$ cat src/rtl/fabric_rr_arbiter.sv
// fabric_rr_arbiter: masked round-robin merge of NUM_INPUTS valid/ready streams into one registered output.
// Optional FABRIC_RR_ARBITER_STATS_EN adds a saturating stall_count output.
module fabric_rr_arbiter #(
    parameter int NUM_INPUTS = 4,
    parameter int DATA_WIDTH = 32,
    parameter int TAG_WIDTH  = 0,
    localparam int PW        = DATA_WIDTH + TAG_WIDTH,
    localparam int ID_WIDTH  = (NUM_INPUTS > 1) ? $clog2(NUM_INPUTS) : 1
) (
    input  logic                     clk,
    input  logic                     rst,
    input  logic [NUM_INPUTS-1:0]    in_valid,
    output logic [NUM_INPUTS-1:0]    in_ready,
    input  logic [NUM_INPUTS*PW-1:0] in_data,
    output logic                     out_valid,
    input  logic                     out_ready,
    output logic [PW-1:0]            out_data,
    output logic [ID_WIDTH-1:0]      out_id,
    input  logic [NUM_INPUTS-1:0]    cfg_data
`ifdef FABRIC_RR_ARBITER_STATS_EN
    ,
    output logic [31:0]              stall_count
`endif
);
    logic                  r_valid;
    logic [PW-1:0]         r_data;
    logic [ID_WIDTH-1:0]   r_id;
    logic [ID_WIDTH-1:0]   r_ptr;
    logic [NUM_INPUTS-1:0] w_elig;
    logic                  w_load;
    logic                  w_found;
    logic                  w_fire;
    logic [ID_WIDTH-1:0]   w_win;
    logic [ID_WIDTH-1:0]   w_next_ptr;

    assign w_elig = in_valid & cfg_data;
    assign w_load = !r_valid || out_ready;

    // Scan from highest offset down so the offset closest to r_ptr wins.
    always_comb begin
        w_found = 1'b0;
        w_win   = '0;
        for (int k = NUM_INPUTS - 1; k >= 0; k--) begin
            if (w_elig[(int'(r_ptr) + k) % NUM_INPUTS]) begin
                w_found = 1'b1;
                w_win   = ID_WIDTH'((int'(r_ptr) + k) % NUM_INPUTS);
            end
        end
    end

    assign w_fire     = !rst && w_found && w_load;
    assign w_next_ptr = (int'(w_win) == NUM_INPUTS - 1) ? '0 : w_win + 1'b1;
    assign in_ready   = w_fire ? (NUM_INPUTS'(1) << w_win) : '0;

    always_ff @(posedge clk) begin
        if (rst) begin
            r_valid <= 1'b0;
            r_data  <= '0;
            r_id    <= '0;
            r_ptr   <= '0;
        end else if (w_fire) begin
            r_valid <= 1'b1;
            r_data  <= in_data[int'(w_win)*PW +: PW];
            r_id    <= w_win;
            r_ptr   <= w_next_ptr;
        end else if (out_ready) begin
            r_valid <= 1'b0;
        end
    end

    assign out_valid = r_valid;
    assign out_data  = r_data;
    assign out_id    = r_id;

`ifdef FABRIC_RR_ARBITER_STATS_EN
    logic [31:0] r_stall;

    always_ff @(posedge clk) begin
        if (rst)
            r_stall <= '0;
        else if (r_valid && !out_ready && r_stall != 32'hFFFF_FFFF)
            r_stall <= r_stall + 32'd1;
    end

    assign stall_count = r_stall;
`endif
endmodule

$ cat config.mk
export PLATFORM = sky130hd
export DESIGN_NAME = fabric_rr_arbiter
export DESIGN_NICKNAME = d
export VERILOG_FILES = /design/src/rtl/fabric_rr_arbiter.sv
export SDC_FILE = /design/constraint.sdc
export NUM_CORES = 1
export LEC_CHECK = 0
export ABC_AREA = 1
export CORE_MARGIN = 2
export CORE_UTILIZATION = 34
export DETAILED_ROUTE_END_ITERATION = 7
export PLACE_DENSITY = 0.75
export SKIP_CTS_REPAIR_TIMING = 1
export SLEW_MARGIN = 25
export SYNTH_ARGS = -nofsm -noshare
export SYNTH_HDL_FRONTEND = slang
export SYNTH_SLANG_ARGS = --single-unit
$ cat constraint.sdc
create_clock -name clk -period 2.1 [get_ports clk]
set_input_delay 0.525 -clock clk [delete_from_list [all_inputs] [get_ports clk]]
set_output_delay 0.525 -clock clk [all_outputs]
set_load 0.02 [all_outputs]
==> flow_summary.toml, run 1 <==
[synth]
synth_edf_count = 0
synthesis.area_mm2 = 0.00283
syn_area_per_cell_um2 = 5.80
synth_top_area_share_pct = 33.6
yosys_warnings = 0
synth_cells = 487
synth_area_leaders = "nand3_1 (34%), dfxtp_1 (26%), nand2_1 (19%)"
syn-num-nets = 627
synth_cell_type_count = 25
synth_most_common_cell = "nand3_1"
yosysSeqAreaShare_pct = 26.2
synthFlopType = "dfxtp_1"
yosys-top-cells-count = "nand3_1 (190), nand2_1 (140), inv_1 (56)"
async_reset_ff_share_pct = 0
yosysTopAreaCell = "nand3_1"
ys_seq_elements = 37

[pwr]
finalPower_w = 0.00708
p_per_area_mw_per_mm2 = 1410
power_leakage_nw = 2.38
peakVddDrop_uv = 942

[hold_path]
hp-start = "out_data[18]"
hp-class = "reg2reg"

[clock_network]
clk-insertion-delay-late_ns = 0.27
clkTransAtPathRegs_ns = 0.07
tritoncts = "yes"
clockRootBuffer = "clkbuf_8"
ctsLongestPathBuffers = 2
cts.sinks = 37
cts_htree_levels = 2
cts_buffers = 5

[global_routing]
grt_pass1_wl_um = 15800
grt_remaining_overflow = 0
antenna_found_initial = 0
grt_max_degree = 65
grt_pass1_vias = 3385
grt.total_usage_pct = 21.8

[setup_path]
critPathTopFamily = "simple AND/OR/NAND/NOR gates"
r2r_start = "r_ptr[0]"
cpMaxStageDelayCell = "dfxtp_4"
critical_path.max_stage_delay_ns = 0.38
cp_cell_sequence = "buf_8 -> xor2_4 -> nand2_2 -> nand3_2 -> nand2_1 -> nand2_2 -> nand2_4 -> inv_2 -> nand2_4 -> nor2_4 -> buf_6"
cp.required_ns = 1.57
end_kind = "primary output"
critPathKind = "reg2out"
worstSetupStartpoint = "r_ptr[0]"
startpoint_type = "register"
worstPathArrival_ns = 1.86
crit_path_max_fanout = 5
crit_buf_inv = 3

[placed_design]
hpwl_um = 7790
io_buffers = 177
place_inst = 755
gp_congestion = 0.960

[detailed_routing]
drcViolationCount = 0
wire_per_inst_um = 13.7
vias = 3751
ant_nets = 0
routed_via_density = 4.91
drt_iter0_markers = 140
routed_wl_um = 10500
drt-pass1-iter-count = 4

[timing]
slew_violations = 0
holdWs_ns = 0.469
layout_setup_ws_ns = -0.284
setup_violations = 34
rsz0062_at_grt = "yes"
period_needed_ns = 2.38
fin_crit_sh_pct = 114
relSlewSlack_pct = 57.3
hold_viol = 0
max_freq_mhz = 419
worstMarginPinSlew_ns = 0.641
finalClockSkew_ns = 0.000605

[die]
pin_count = 178
die_w_um = 95.2
die_h_um = 95.2
die_area_mm2 = 0.00906
rows = 33
core_area_mm2 = 0.00813
start_util_pct = 34.7

[outcome]
status = "finished with violations"
violations = "negative setup slack"

[final_layout]
layoutNonFillerInstCount = 764
fill_cells = 743
multiInputGateArea_mm2 = 0.00188
regArea_um2 = 748
num-nets-final = 798
drive_above_1_share_pct = 13.5
n_antenna_cell = 0
area.growth.synth_to_final_pct = 77.9

[run]
maxCapViolCount = 0
-- metrics by stage --
| step | worst slack (ns) | TNS [ns] | utilization (%) | cell area [um2] |
|---|---|---|---|---|
| global route | -0.326 | -6.62 | 61.8 | 5030 |
| finish | -0.284 | -2.39 | 61.8 | 5030 |
| detailed placement | -1.15 | -26.69 | 59.3 | 4830 |
| CTS | -1.15 | -16.10 | 60.8 | 4940 |
| floorplan | -0.0205 | -0.0392 | - | 2980 |
| global placement | -1.05 | -23.18 | 59.3 | 4830 |
-- tightest hold or removal path: cells and delay by family (launching register included) --
family | cells | cell delay (ns)
DFF | 1 | 0.31
and+or+nand+nor | 2 | 0.12
-- kinds of logic (layout without fill, tap and decap cells) --
group	after synthesis	count (layout)	share of synthesized area (%)
AND/OR/NAND/NOR	344	344	55.4
buffers and inverters	95	267	15.7
flip-flops	37	37	26.2
AO/OA/AOI/OAI	8	8	1.64
XOR/XNOR	2	2	0.620
adder cells (fa/ha/maj)	1	1	0.443
-- layer usage --
layer,part of all wire [%],wire length (um),global-route usage [%]
met2,49,5170,40.0
met3,8.8,915,5.06
met5,0,0,0
met4,2.3,240,6.40
met1,39,4130,25.0
-- power by group --
part           switching [W]  internal, W
combinational        0.00320      0.00209
clock               0.000229     0.000387
sequential          0.000161      0.00100
-- final cells by class --
class,count,share of cell area [%]
Tap cell,105,2.61
Clock inverter,1,0.597
Multi-Input combinational cell,355,37.3
Timing Repair Buffer,201,38.5
Clock buffer,7,1.72
Inverter,58,4.38
Sequential cell,37,14.9
-- registers in the layout, summed over array words and instances, names as in the netlist --
signal and cells:
out_id 2, out_valid 1, out_data 32, r_ptr 2
-- cell usage in the layout (no fill, tap or decap), types with 2 or more instances in the layout --
cell	netlist	layout
a21oi_1	4	4
buf_4	9	22
buf_6	4	5
clkbuf_2	0	7
clkbuf_8	0	6
clkdlybuf4s50_1	0	165
dfxtp_1	37	35
dfxtp_4	0	2
inv_1	56	52
inv_2	1	4
nand2_1	140	127
nand2_2	3	9
nand2_4	0	5
nand2_8	0	2
nand3_1	190	181
nand3_2	1	9
nor2_2	0	3
nor2_4	0	3
nor3_4	1	2
-- path summary, 6_finish.rpt --
kind,end,slack (ns),cells past startpoint
hold reg to reg,out_data[18],0.47,2
setup reg to reg,out_data[6],-0.14,11
setup / recovery,in_ready[2],-0.28,11
hold / removal,out_data[18],0.47,2
(Power assumes the default switching activity.)
==> inputs of run 2 (changes only) <==
--- a/config.mk
+++ b/config.mk
@@ -7,11 +7,11 @@
 export LEC_CHECK = 0
 export ABC_AREA = 1
 export CORE_MARGIN = 2
-export CORE_UTILIZATION = 34
+export CORE_UTILIZATION = 45
 export DETAILED_ROUTE_END_ITERATION = 7
-export PLACE_DENSITY = 0.75
+export DONT_BUFFER_PORTS = 1
+export PLACE_DENSITY = 0.59
 export SKIP_CTS_REPAIR_TIMING = 1
-export SLEW_MARGIN = 25
 export SYNTH_ARGS = -nofsm -noshare
 export SYNTH_HDL_FRONTEND = slang
 export SYNTH_SLANG_ARGS = --single-unit
==> run 2 against run 1 <==
The flow still finishes with violations (negative setup slack). Via count fell by 18%. Non-clock buffer count shrank 174. Combinational power fell by 22%. Highest routed layer unchanged. Critical path type unchanged. Register-to-register slack improved by 0.15 ns. Global-route usage grew 0.85 points.
==> flow_summary.toml, run 2 (synthesized netlist as in run 1, its figures left out) <==
[outcome]
status = "finished with violations"
violations = "negative setup slack"

[die]
start_util_pct = 47.2
pin_count = 178
die_h_um = 83.3
core_area_mm2 = 0.00599
die_area_mm2 = 0.00693
die_w_um = 83.3
rows = 28

[timing]
period_needed_ns = 2.32
rsz0062_at_grt = "yes"
hold_viol = 0
slew_violations = 0
layout_setup_ws_ns = -0.222
setup_violations = 4
max_freq_mhz = 431
relSlewSlack_pct = 60.7
setup_tns_ns = -0.806
holdWs_ns = 0.294
fin_crit_sh_pct = 111
finalClockSkew_ns = 0.00509
worstMarginPinSlew_ns = 0.589

[setup_path]
worstSetupStartpoint = "r_ptr[0]"
critical_path.max_stage_delay_ns = 0.35
crit_buf_inv = 4
critPathTopFamily = "simple AND/OR/NAND/NOR gates"
r2r_start = "r_ptr[0]"
critPathKind = "reg2out"
cp_cell_sequence = "buf_6 -> buf_6 -> nand3_1 -> nand3_1 -> nand2_1 -> nand2_2 -> nand3_2 -> nand2_2 -> inv_4 -> buf_12 -> nor3_4"
cp.required_ns = 1.57
worstPathArrival_ns = 1.80
crit_path_max_fanout = 6
cpMaxStageDelayCell = "dfxtp_2"
startpoint_type = "register"
end_kind = "primary output"

[placed_design]
gp_congestion = 0.810
hpwl_um = 6120
place_area_mm2 = 0.00304
place_ws_ns = -0.0419
io_buffers = 0

[final_layout]
largest_reg_flops = 32
multiInputGateArea_mm2 = 0.00182
layout_common_cells = "nand3_1 (184), nand2_1 (126), inv_1 (53)"
num-nets-final = 624
regArea_um2 = 743
drive_above_1_share_pct = 15.3
final_core_util_pct = 54.0
area.growth.synth_to_final_pct = 14.4
n_antenna_cell = 0
fill_cells = 628
final_common_cell = "nand3_1"
final_area_mm2 = 0.00323

[global_routing]
use_met2_pct = 40.1
grt_max_degree = 65
grt_remaining_overflow = 0
grt_pass1_vias = 2845
antenna_found_initial = 0
grt_use_met3_pct = 4.47
grt.total_usage_pct = 22.7
grt_pass1_wl_um = 13200
grtUsageMet1_pct = 27.3
grt-busiest-layer = "met2"

[run]
maxCapViolCount = 0

[pwr]
clkPwrFrac_pct = 10.1
pwr-share-seq_pct = 24.0
p_per_area_mw_per_mm2 = 1950
swShare_pct = 52.8
power.internal_w = 0.00298
combinationalPowerShare_pct = 65.8
power_leakage_nw = 1.69
p_sw_w = 0.00334
peakVddDrop_uv = 992

[detailed_routing]
routed_wl_um = 8100
drt_iter0_markers = 109
ant_nets = 0
drcViolationCount = 0
drt-pass1-iter-count = 4
routed_via_density = 5.49
vias = 3077
wire_per_inst_um = 14.5

[clock_network]
clockRootBuffer = "clkbuf_8"
ctsLongestPathBuffers = 2
cts.sinks = 37
cts_htree_levels = 2
cts_buffers = 5
clkTransAtPathRegs_ns = 0.07
clk-insertion-delay-late_ns = 0.29
tritoncts = "yes"

[hold_path]
hp-class = "in2reg"
hp-start = "rst"
run 2: changes by cell type in the layout (fill, tap and decap cells not counted), sizes merged:
cell / before / now
buf: 28 / 27
dlymetal6s2s: 1 / 0
clkdlybuf4s50: 165 / 0
clkbuf: 14 / 7
run 2: path summary, 6_finish.rpt:
check	to	slack, ns	cells after the start
min reg2reg	out_data[2]	0.58	2
min	out_valid	0.29	1
max	in_ready[1]	-0.22	11
max reg2reg	out_data[22]	0.01	13
run 2: layout make-up:
type	instances	share of cell area, %
inverters	58	6.81
multi-input cells	355	56.4
clock buffers	7	2.67
flip-flops and latches	37	23.0
clock inverters	1	0.929
well taps	75	2.90
repair buffers	27	7.28
run 2: routing by layer:
metal	up-vias	wire [um]	part of all wire, %
li1	1572	-	-
met1	1358	3390	42
met2	133	3950	49
met3	14	585	7.2
met4	0	176	2.2
met5	-	0	0
run 2: worst reg2reg max path, stage by stage, from the launching register on:
cell     delay [ns]
dfxtp_2        0.33
buf_6          0.14
buf_6          0.12
o21ai_4        0.13
nand2_2        0.09
nand3_2        0.09
nand2_1        0.07
nand2_2        0.08
buf_4          0.50
nand3_1        0.18
nand3_1        0.12
nand2_1        0.05
nand2_1        0.05
nand2_1        0.04
run 2: through the flow:
stage,total power [W],instances
after floorplan,0.00473,487
after global placement,0.00545,550
after detailed placement,0.00551,550
after CTS,0.00618,558
after global routing,0.00697,560
final,0.00631,560
run 2: power groups by stage:
stage / combinational [W] / sequential, W / clock (W)
after floorplan: 0.00328 / 0.00145 / 0
after global placement: 0.00392 / 0.00154 / 0
after detailed placement: 0.00398 / 0.00153 / 0
after CTS: 0.00399 / 0.00152 / 0.000664
after global routing: 0.00473 / 0.00155 / 0.000693
final: 0.00415 / 0.00152 / 0.000640
